==> src/rtl/seg_display_mux_if.sv <==
// Bundle of display data/control inputs and display pin outputs for seg_display_mux.
// The master side drives digit data and masks. The slave side (the mux) drives the pins.
interface seg_display_mux_if #(
  parameter int NUM_DIGITS = 4,
  parameter int BRIGHT_W   = 3
);
  logic [4*NUM_DIGITS-1:0] digits_in;
  logic [NUM_DIGITS-1:0]   dp_in;
  logic [NUM_DIGITS-1:0]   blank_mask;
  logic [NUM_DIGITS-1:0]   blink_mask;
  logic [BRIGHT_W-1:0]     brightness;
  logic [6:0]              seg;
  logic                    dp;
  logic [NUM_DIGITS-1:0]   an;
  logic                    blink_phase;

  modport master (
    output digits_in, dp_in, blank_mask, blink_mask, brightness,
    input  seg, dp, an, blink_phase
  );

  modport slave (
    input  digits_in, dp_in, blank_mask, blink_mask, brightness,
    output seg, dp, an, blink_phase
  );
endinterface

==> src/rtl/seg_display_mux.sv <==
// Time-multiplexed driver for an N-digit common-anode 7-segment display.
// Provides a hex decoder, blank, blink, decimal-point and PWM brightness control per digit.
module seg_display_mux #(
  parameter int NUM_DIGITS  = 4,
  parameter int REFRESH_DIV = 500000,
  parameter int BLINK_DIV   = 25000000,
  parameter int BRIGHT_W    = 3
) (
  input logic clk,
  input logic rst,
  seg_display_mux_if.slave bus
);

  localparam int CW  = $clog2(REFRESH_DIV);
  localparam int BLW = $clog2(BLINK_DIV);
  localparam int SW  = (NUM_DIGITS > 1) ? $clog2(NUM_DIGITS) : 1;
  localparam int OW  = BRIGHT_W + CW + 1;

  localparam logic [CW-1:0]  CNT_LAST   = CW'(REFRESH_DIV - 1);
  localparam logic [BLW-1:0] BLINK_LAST = BLW'(BLINK_DIV - 1);
  localparam logic [SW-1:0]  SLOT_LAST  = SW'(NUM_DIGITS - 1);
  localparam logic [OW-1:0]  DIV_W      = OW'(REFRESH_DIV);

  logic [CW-1:0]         refresh_cnt_q, refresh_cnt_d;
  logic [BLW-1:0]        blink_cnt_q, blink_cnt_d;
  logic                  blink_phase_q, blink_phase_d;
  logic [SW-1:0]         slot_q, slot_d;
  logic [OW-1:0]         on_q, on_d;
  logic                  vis_q, vis_d;
  logic [6:0]            seg_q, seg_d;
  logic                  dp_q, dp_d;
  logic [NUM_DIGITS-1:0] an_q, an_d;

  logic                  slot_start;
  logic                  blink_wrap;
  logic [SW-1:0]         slot_next;
  logic [3:0]            nib_k;
  logic                  dp_k, blank_k, blink_k, vis_new;
  logic [OW-1:0]         on_prod, on_new;

  function automatic logic [6:0] hex_decode(input logic [3:0] v);
    logic [6:0] s;
    case (v)
      4'h0: s = 7'b1000000;
      4'h1: s = 7'b1111001;
      4'h2: s = 7'b0100100;
      4'h3: s = 7'b0110000;
      4'h4: s = 7'b0011001;
      4'h5: s = 7'b0010010;
      4'h6: s = 7'b0000010;
      4'h7: s = 7'b1111000;
      4'h8: s = 7'b0000000;
      4'h9: s = 7'b0010000;
      4'hA: s = 7'b0001000;
      4'hB: s = 7'b0000011;
      4'hC: s = 7'b1000110;
      4'hD: s = 7'b0100001;
      4'hE: s = 7'b0000110;
      default: s = 7'b0001110;
    endcase
    return s;
  endfunction

  always_comb begin
    slot_start    = (refresh_cnt_q == CNT_LAST);
    refresh_cnt_d = slot_start ? '0 : refresh_cnt_q + CW'(1);

    blink_wrap    = (blink_cnt_q == BLINK_LAST);
    blink_cnt_d   = blink_wrap ? '0 : blink_cnt_q + BLW'(1);
    blink_phase_d = blink_phase_q ^ blink_wrap;

    slot_next = (slot_q == SLOT_LAST) ? '0 : slot_q + SW'(1);

    nib_k   = 4'h0;
    dp_k    = 1'b0;
    blank_k = 1'b0;
    blink_k = 1'b0;
    for (int i = 0; i < NUM_DIGITS; i++) begin
      if (slot_next == SW'(i)) begin
        nib_k   = bus.digits_in[4*i +: 4];
        dp_k    = bus.dp_in[i];
        blank_k = bus.blank_mask[i];
        blink_k = bus.blink_mask[i];
      end
    end

    // blink_phase_q is the pre-toggle value when a blink toggle coincides with a slot start
    vis_new = !blank_k && !(blink_k && !blink_phase_q);

    on_prod = ({{(OW-BRIGHT_W){1'b0}}, bus.brightness} + OW'(1)) * DIV_W;
    on_new  = on_prod >> BRIGHT_W;
    if (on_new == '0) on_new = OW'(1);

    slot_d = slot_q;
    on_d   = on_q;
    vis_d  = vis_q;
    seg_d  = seg_q;
    dp_d   = dp_q;
    if (slot_start) begin
      slot_d = slot_next;
      on_d   = on_new;
      vis_d  = vis_new;
      seg_d  = vis_new ? hex_decode(nib_k) : 7'h7F;
      dp_d   = vis_new ? !dp_k : 1'b1;
    end

    // Anode is keyed off the upcoming count: the cycle after each slot start stays dark to avoid ghosting
    an_d = '1;
    if (!slot_start && vis_q && (refresh_cnt_d != '0) &&
        ({{(OW-CW){1'b0}}, refresh_cnt_d} < on_q)) begin
      an_d = ~(NUM_DIGITS'(1) << slot_q);
    end
  end

  always_ff @(posedge clk or posedge rst) begin
    if (rst) begin
      refresh_cnt_q <= '0;
      blink_cnt_q   <= '0;
      blink_phase_q <= 1'b1;
      slot_q        <= SLOT_LAST;
      on_q          <= '0;
      vis_q         <= 1'b0;
      seg_q         <= 7'h7F;
      dp_q          <= 1'b1;
      an_q          <= '1;
    end else begin
      refresh_cnt_q <= refresh_cnt_d;
      blink_cnt_q   <= blink_cnt_d;
      blink_phase_q <= blink_phase_d;
      slot_q        <= slot_d;
      on_q          <= on_d;
      vis_q         <= vis_d;
      seg_q         <= seg_d;
      dp_q          <= dp_d;
      an_q          <= an_d;
    end
  end

  assign bus.seg         = seg_q;
  assign bus.dp          = dp_q;
  assign bus.an          = an_q;
  assign bus.blink_phase = blink_phase_q;

endmodule

==> src/flat_wrapper.sv <==
// flat-port wrapper written by rule: the top's interface ports become plain ports
module seg_display_mux_flat 
#(
  parameter int NUM_DIGITS  = 4,
  parameter int REFRESH_DIV = 500000,
  parameter int BLINK_DIV   = 25000000,
  parameter int BRIGHT_W    = 3
)
  (clk, rst, bus_digits_in, bus_dp_in, bus_blank_mask, bus_blink_mask, bus_brightness, bus_seg, bus_dp, bus_an, bus_blink_phase);
  seg_display_mux_if #(.NUM_DIGITS(NUM_DIGITS), .BRIGHT_W(BRIGHT_W)) bus_i ();
  input logic clk;
  input logic rst;
  input wire logic [$bits(bus_i.digits_in)-1:0] bus_digits_in;
  input wire logic [$bits(bus_i.dp_in)-1:0] bus_dp_in;
  input wire logic [$bits(bus_i.blank_mask)-1:0] bus_blank_mask;
  input wire logic [$bits(bus_i.blink_mask)-1:0] bus_blink_mask;
  input wire logic [$bits(bus_i.brightness)-1:0] bus_brightness;
  output wire logic [$bits(bus_i.seg)-1:0] bus_seg;
  output wire logic [$bits(bus_i.dp)-1:0] bus_dp;
  output wire logic [$bits(bus_i.an)-1:0] bus_an;
  output wire logic [$bits(bus_i.blink_phase)-1:0] bus_blink_phase;
  assign bus_i.digits_in = bus_digits_in;
  assign bus_i.dp_in = bus_dp_in;
  assign bus_i.blank_mask = bus_blank_mask;
  assign bus_i.blink_mask = bus_blink_mask;
  assign bus_i.brightness = bus_brightness;
  assign bus_seg = bus_i.seg;
  assign bus_dp = bus_i.dp;
  assign bus_an = bus_i.an;
  assign bus_blink_phase = bus_i.blink_phase;
  seg_display_mux #(.NUM_DIGITS(NUM_DIGITS), .REFRESH_DIV(REFRESH_DIV), .BLINK_DIV(BLINK_DIV), .BRIGHT_W(BRIGHT_W)) u_core (.clk(clk), .rst(rst), .bus(bus_i));
endmodule
==> config.mk <==
export PLATFORM = sky130hd
export DESIGN_NAME = seg_display_mux_flat
export DESIGN_NICKNAME = d
export VERILOG_FILES = /design/src/rtl/seg_display_mux_if.sv /design/src/rtl/seg_display_mux.sv /design/src/flat_wrapper.sv
export SDC_FILE = /design/constraint.sdc
export NUM_CORES = 1
export LEC_CHECK = 0
export ABC_AREA = 1
export CAP_MARGIN = 20
export CORE_MARGIN = 5
export CORE_UTILIZATION = 45
export DETAILED_ROUTE_END_ITERATION = 16
export PLACE_DENSITY = 0.64
export SLEW_MARGIN = 25
export SYNTH_ARGS = -nofsm -noshare
export SYNTH_HDL_FRONTEND = slang
export SYNTH_SLANG_ARGS = --single-unit
==> constraint.sdc <==
create_clock -name clk -period 2.4 [get_ports clk]
set_input_delay 0.36 -clock clk [delete_from_list [all_inputs] [get_ports clk]]
set_output_delay 0.36 -clock clk [all_outputs]
set_load 0.03 [all_outputs]
# After elaboration in Yosys (flattened, before gate mapping)
# Memories as Yosys holds them, arrays and structs flattened.
# Index checks and enable logic that the tools add are counted.
dict set report word_totals {
  reg_bits 83
  rom_bits 112
  in_bits 33
  out_inout_bits 13
  elab_cells 61
  n_memories 1
}
# name words word_bits read_ports rd_ports_with_merged_regs write_ports line_no
set mem_list {}
lappend mem_list {{(name not given)} 16 7 1 0 0 seg_display_mux.sv:43} ;# case (v)
dict set report classes {
  addsub 4
  n_mul 1
  magnitude_cmp 1
  n_eq_ne 6
  n_shift 1
  mux 23
  bitwise 2
  reduce_logical 13
}
# op n
set ops {}
lappend ops {{adder 25 x 1 -> 25 bit (second input constant)} 1}
lappend ops {{== test 25 bit (second input constant)} 1}
lappend ops {{two-way mux 25 bit} 1}
lappend ops {{zero test 23 bit} 1}
lappend ops {{less-than comparator 19 x 23 -> 1 bit} 1}
lappend ops {{multiplier 23 x 14 -> 18 bit (second input constant)} 1}
lappend ops {{two-way mux 20 bit} 1}
lappend ops {{two-way mux 4 bit} 5}
lappend ops {{adder 19 x 1 -> 19 bit (second input constant)} 1}
lappend ops {{== test 19 bit (second input constant)} 1}
lappend ops {{two-way mux 19 bit} 1}
lappend ops {{nonzero test 19 bit} 1}
lappend ops {{two-way mux 1 bit} 13}
lappend ops {{two-way mux 7 bit} 1}
lappend ops {{== test 2 bit (second input constant)} 3}
lappend ops {{logical AND 1 bit} 5}
lappend ops {{zero test 1 bit} 5}
lappend ops {{adder 3 x 1 -> 4 bit (second input constant)} 1}
lappend ops {{inverter 4 bit} 1}
lappend ops {{left shift 1 x 2 -> 4 bit (first input constant)} 1}
lappend ops {{adder 2 x 1 -> 2 bit (second input constant)} 1}
lappend ops {{== test 2 x 1 -> 1 bit (second input constant)} 1}
lappend ops {{zero test 2 bit} 1}
lappend ops {{two-way mux 2 bit} 1}
lappend ops {{XOR 1 bit} 1}

# Longest topological paths before layout
dict set report depth {
  word_depth 11
  mapped_depth 18
  ltp_nobuf 18
}

# Least setup slack after synthesis
# OpenSTA, ideal clock, no wires.
dict set report synth_path {
  path_kind {input -> register}
  startpoint {input port bus_brightness[0]}
  endpoint {register u_core.on_q[17]}
  setup_time_ns 0.130
  arrival_time_ns 3.218
  t_required_ns 2.270
  setup_slack_ns -0.948
  stages 16
  path_buffers 0
  cell_sequence {inv_1 > nor3_1 > inv_1 > fa_1 > inv_1 > fa_1 > inv_1 > ha_1 > a21oi_1 > nand2_1 > nand2_1 > nand2_1 > xnor2_1 > nand3_1 > o211ai_1 > o21ai_0}
}
dict set report synth_between {
  elab_chain_cells 4
}
# item line_no
set synth_lines {}
lappend synth_lines {{from (decl)} flat_wrapper.sv:17} ;# input wire logic [$bits(bus_i.brightness)-1:0] bus_brightness;
lappend synth_lines {{adder 3 x 1 -> 4 bit (*)} seg_display_mux.sv:90} ;# on_prod = ({{(OW-BRIGHT_W){1'b0}}, bus.brightness} + OW'(1)) * DIV_W;
lappend synth_lines {{multiplier 23 x 14 -> 18 bit (*)} seg_display_mux.sv:90}
lappend synth_lines {{zero test 23 bit} seg_display_mux.sv:92} ;# if (on_new == '0) on_new = OW'(1);
lappend synth_lines {{two-way mux 20 bit (*)} seg_display_mux.sv:92}
lappend synth_lines {{to (signal assigned)} seg_display_mux.sv:131} ;# on_q <= on_d;
lappend synth_lines {{to (decl)} seg_display_mux.sv:28} ;# logic [OW-1:0] on_q, on_d;
# Every way passes the cells marked *; elsewhere a longest branch is shown, timed or not.
# A chain may end at the register's enable or synchronous reset.

# Worst setup path in the final report
# Ends and elaborated chain as after synthesis.

==> results.txt <==
The run finished, with violations left. The final reports fail on setup timing. The cell-internal power is 0.00254 W. The total placed cells including tap cells is 957. The switching power is 0.000805 W.

The total CTS buffers is 9. After the flow finishes, the layout carries non-filler instances totaling 985. Once layout is complete, the utilization of the core stands at 0.613. For the worst-skew pair, the clock arrives at the later sink with an insertion delay of 0.34 ns. The layout net count is 920. The share of the synthesized area in the top cell type came out at 0.283. Setup slack on the critical path of the routed design comes to -0.589 ns. The clock tree from TritonCTS is yes. The worst IR drop on VDD is 0.296 mV. The number of antenna violations at the first check in global routing came out at 0. The largest net degree at the start of global routing came out at 35. The wire length per cell after detailed routing came out at 13.9 µm. The count of unresolved DRC violations after routing is 0. The area of the die is 0.0145 mm².

When the netlist entered floorplanning its net count stood at 806. The power per unit of standard cell area came out at 456 mW/mm². The via count of the routed design is 5021. The cell leakage power is 3.66 nW. The complex-gate fraction of the synthesized area is 0.0898. The simple-gate portion of the synthesized area is 0.307. The final weighted congestion in routability-driven placement came out at 0.885. The number of buffers added to fix hold violations after cts came out at 0. For this run, the detailed router's first-pass iteration total came to 5. The part of the power in combinational logic is 0.168. After the first detailed-routing iteration, the DRC count stood at 286. The smallest clock period supported by the final layout is computed as 2.99 ns. The first-pass GRT wire length is 23.1 mm. The number of levels in the clock H-tree is 3. In this run the count of I/O pins placed on the die edge is 46.

The number of cells on the worst hold path came out at 3. The total number of yosys warnings is 0. The number of buffers on the longest clock path is 2. The worst hold path begins at bus_brightness[0].

For this run, the leading register cell type out of synthesis is dfrtp_1. The largest area contributor in the synthesized netlist is dfrtp_1. The portion of total power attributed to sequential cells is 0.389. The arithmetic-cell share of the synthesized area counting full adders, half adders and majority gates is 0.130. Of the total power, the share spent switching nets is 0.241.

The worst setup path is captured at a register. The final setup violation count came out at 10. After detailed placement, the total cell area comes to 0.00659 mm². Row generation in the floorplan step produced 40 rows. Clock skew on the completed layout was measured at 0.0139 ns. Setup repair after global routing could not meet its margin everywhere. The pre-CTS worst setup slack is -1.46 ns.

The synthesized instance count came out at 719. The critical path starts at bus_brightness[0]. For the worst flop-to-flop path, the logic depth is 15. The total half-perimeter wirelength after legalization and detailed placement came out at 10.5 mm. The number of enable flip-flop cells after synthesis is 0. For this configuration, the core starts out at a cell density of 0.459. The via count of the first global-routing pass was 4978. By area, the combinational part of the netlist is dominated by simple AND/OR/NAND/NOR gates.

The start-to-end type of the worst setup path is in2reg. The number of failing hold endpoints at the final stage is 0. The clock share of power is 0.443.

The post-route cell area came out at 0.00733 mm². The maximum fanout along the worst path came out at 4. The clock drives 77 sinks. The slack of the worst reg-to-reg path came out at -0.08 ns. The endpoint identified for the worst register-to-register timing path is u_core.bus.an[1]$_DFF_PP1_.

The die width is 120 µm. The upper clock frequency limit came out at 335 MHz. At the pin with the least slew margin, the transition time is 0.588 ns.

The final critical-path share of the clock period is 1.25. The antenna diode count came out at 0. The critical path data required time came out at 2.61 ns. The die outline height came out at 120 µm. The total core area is 0.0120 mm². Of the cells placed in the final design, the portion with a size suffix greater than 1 is 0.272. The global-route usage over all layers came out at 0.195. The path class of the tightest hold or removal check is in2reg. In the post-synthesis netlist, the biggest area contributors are dfrtp_1 28%, ha_1 11%, nand2_1 9.8%. The ratio of routed vias to standard cells is 5.10. The kind of launch point of the worst setup path is a primary input. The count of antenna-violating nets left after detailed routing came out at 0. The max capacitance violation total came out at 0. The number of max-slew violations in the final report is 0.

The data arrival time at the worst-slack endpoint came out at 3.20 ns. The fraction of registers with async set or reset after synthesis is 1.00. The signed area change from the synthesized netlist to the final layout came out at 33.6%. In this run the critical register-to-register path is launched from u_core.refresh_cnt_q[1]$_DFF_PP0_.

The total negative slack is -2.71 ns. The synthesized area divided by synthesized cell count is 7.64 µm². The part of the Yosys area used for sequential elements is 0.354.

The clock transition at the register clock pins on the worst setup and hold paths after CTS came out at 0.06 ns. The path with the worst hold slack has its endpoint at u_core.on_q[10]$_DFFE_PP0P_. The count of port buffers added during placement came out at 45. The xor and xnor fraction of the mapped netlist area came out at 0.0271. Synthesis inferred 77 register bits. The multiplexer share of the synthesized area is 0. The root buffer cell chosen for the clock tree is clkbuf_16. The number of unique standard cell types used by synthesis is 39. The final routed wirelength across all metal layers came out at 13.7 mm. The area of the mapped netlist is 0.00549 mm². In this run the tightest slew margin relative to its limit is 0.608. The sum of overflow across all layers after global routing is 0.
==> kinds of logic after synthesis <==
kind of cell             after synthesis
AND/OR/NAND/NOR                      350
buffers and inverters                133
AO/OA/AOI/OAI                         88
flip-flops                            77
adder cells (fa/ha/maj)               54
XOR/XNOR                              17
==> worst max-delay path by stage <==
stage                                   to  slack [ns]  depth (start not counted)
5_1_grt        u_core.on_q[17]$_DFFE_PP0P_       -0.71                         16
4_1_cts        u_core.on_q[17]$_DFFE_PP0P_       -0.59                         16
3_5_place_dp   u_core.on_q[17]$_DFFE_PP0P_       -1.46                         16
3_3_place_gp   u_core.on_q[17]$_DFFE_PP0P_       -1.39                         16
2_1_floorplan  u_core.on_q[17]$_DFFE_PP0P_       -0.69                         14
6_report       u_core.on_q[17]$_DFFE_PP0P_       -0.59                         16
==> sequential cells by signal, summed over array words and instances, names as in the netlist <==
name                    cells
u_core.blink_cnt_q         25
u_core.refresh_cnt_q       19
u_core.on_q                17
u_core.bus.seg              7
u_core.bus.an               4
u_core.slot_q               2
u_core.bus.blink_phase      1
u_core.bus.dp               1
u_core.vis_q                1
==> metal layers <==
layer / GRT usage / wire [µm] / up-vias
li1: - / - / 2549
met1: 0.249 / 6120 / 2364
met2: 0.328 / 6860 / 87
met3: 0.0355 / 423 / 21
met4: 0.0751 / 275 / 0
met5: 0 / 0 / -
==> cell usage after synthesis (11+ instances only) <==
master   number
nor4_1       12
dfstp_2      15
nand3_1      46
nor3_1       16
inv_1       113
a21oi_1      29
dfrtp_1      62
inv_2        11
nor2_1       69
nand2_1     144
xor2_1       13
o21ai_0      31
nor2_2       13
ha_1         49
nand4_1      15
==> what timing repair did <==
| action | in CTS | in global routing |
|---|---|---|
| endpoints found under the hold margin | 0 | 0 |
| pin swaps | 27 | 32 |
| resized for setup | 46 | 46 |
| setup buffers | 8 | 6 |
| setup endpoints to repair | 16 | 17 |
==> cell type report <==
| type | instances | area [µm²] |
|---|---|---|
| Clock buffer | 11 | 243 |
| Clock inverter | 5 | 82.6 |
| Fill cell | 1025 | 4630 |
| Inverter | 125 | 478 |
| Multi-Input combinational cell | 509 | 3400 |
| Sequential cell | 77 | 1950 |
| Tap cell | 147 | 184 |
| Timing Repair Buffer | 111 | 991 |
==> power by group through the flow <==
stage | clock (W) | sequential (W) | combinational, W
4_1_cts | 0.00151 | 0.00130 | 0.000528
5_1_grt | 0.00157 | 0.00130 | 0.000612
3_5_place_dp | 0 | 0.00132 | 0.000461
3_3_place_gp | 0 | 0.00132 | 0.000447
6_report | 0.00148 | 0.00130 | 0.000560
2_1_floorplan | 0 | 0.00132 | 0.000238
==> layout by cell type (no fill, tap or decap), types with 17 or more instances in the layout <==
master / count
inv_2: 17
clkdlybuf4s50_1: 42
nand3_1: 36
dfrtp_1: 58
a21oi_1: 25
nand2_2: 21
o21ai_0: 18
buf_4: 59
inv_1: 104
nand2_1: 129
ha_1: 38
nor2_1: 68
==> worst max-delay path, cell delays in order <==
cell	delay, ns
buf_8	0.10
buf_6	0.11
ha_4	0.16
or2_4	0.23
nand2_4	0.09
fa_1	0.45
inv_1	0.09
fa_1	0.44
inv_2	0.08
ha_4	0.21
xor2_2	0.18
nand3_2	0.10
nor4_4	0.29
nand3_2	0.13
o211ai_1	0.09
o21ai_1	0.09
==> per-stage QoR <==
stage	power (W)	hold slack (ns)
floorplan	0.00156	0.433
global placement	0.00177	0.447
detailed placement	0.00178	0.461
CTS	0.00334	0.381
global route	0.00348	0.393
finish	0.00334	0.381
Power figures use the tool's default switching activity.
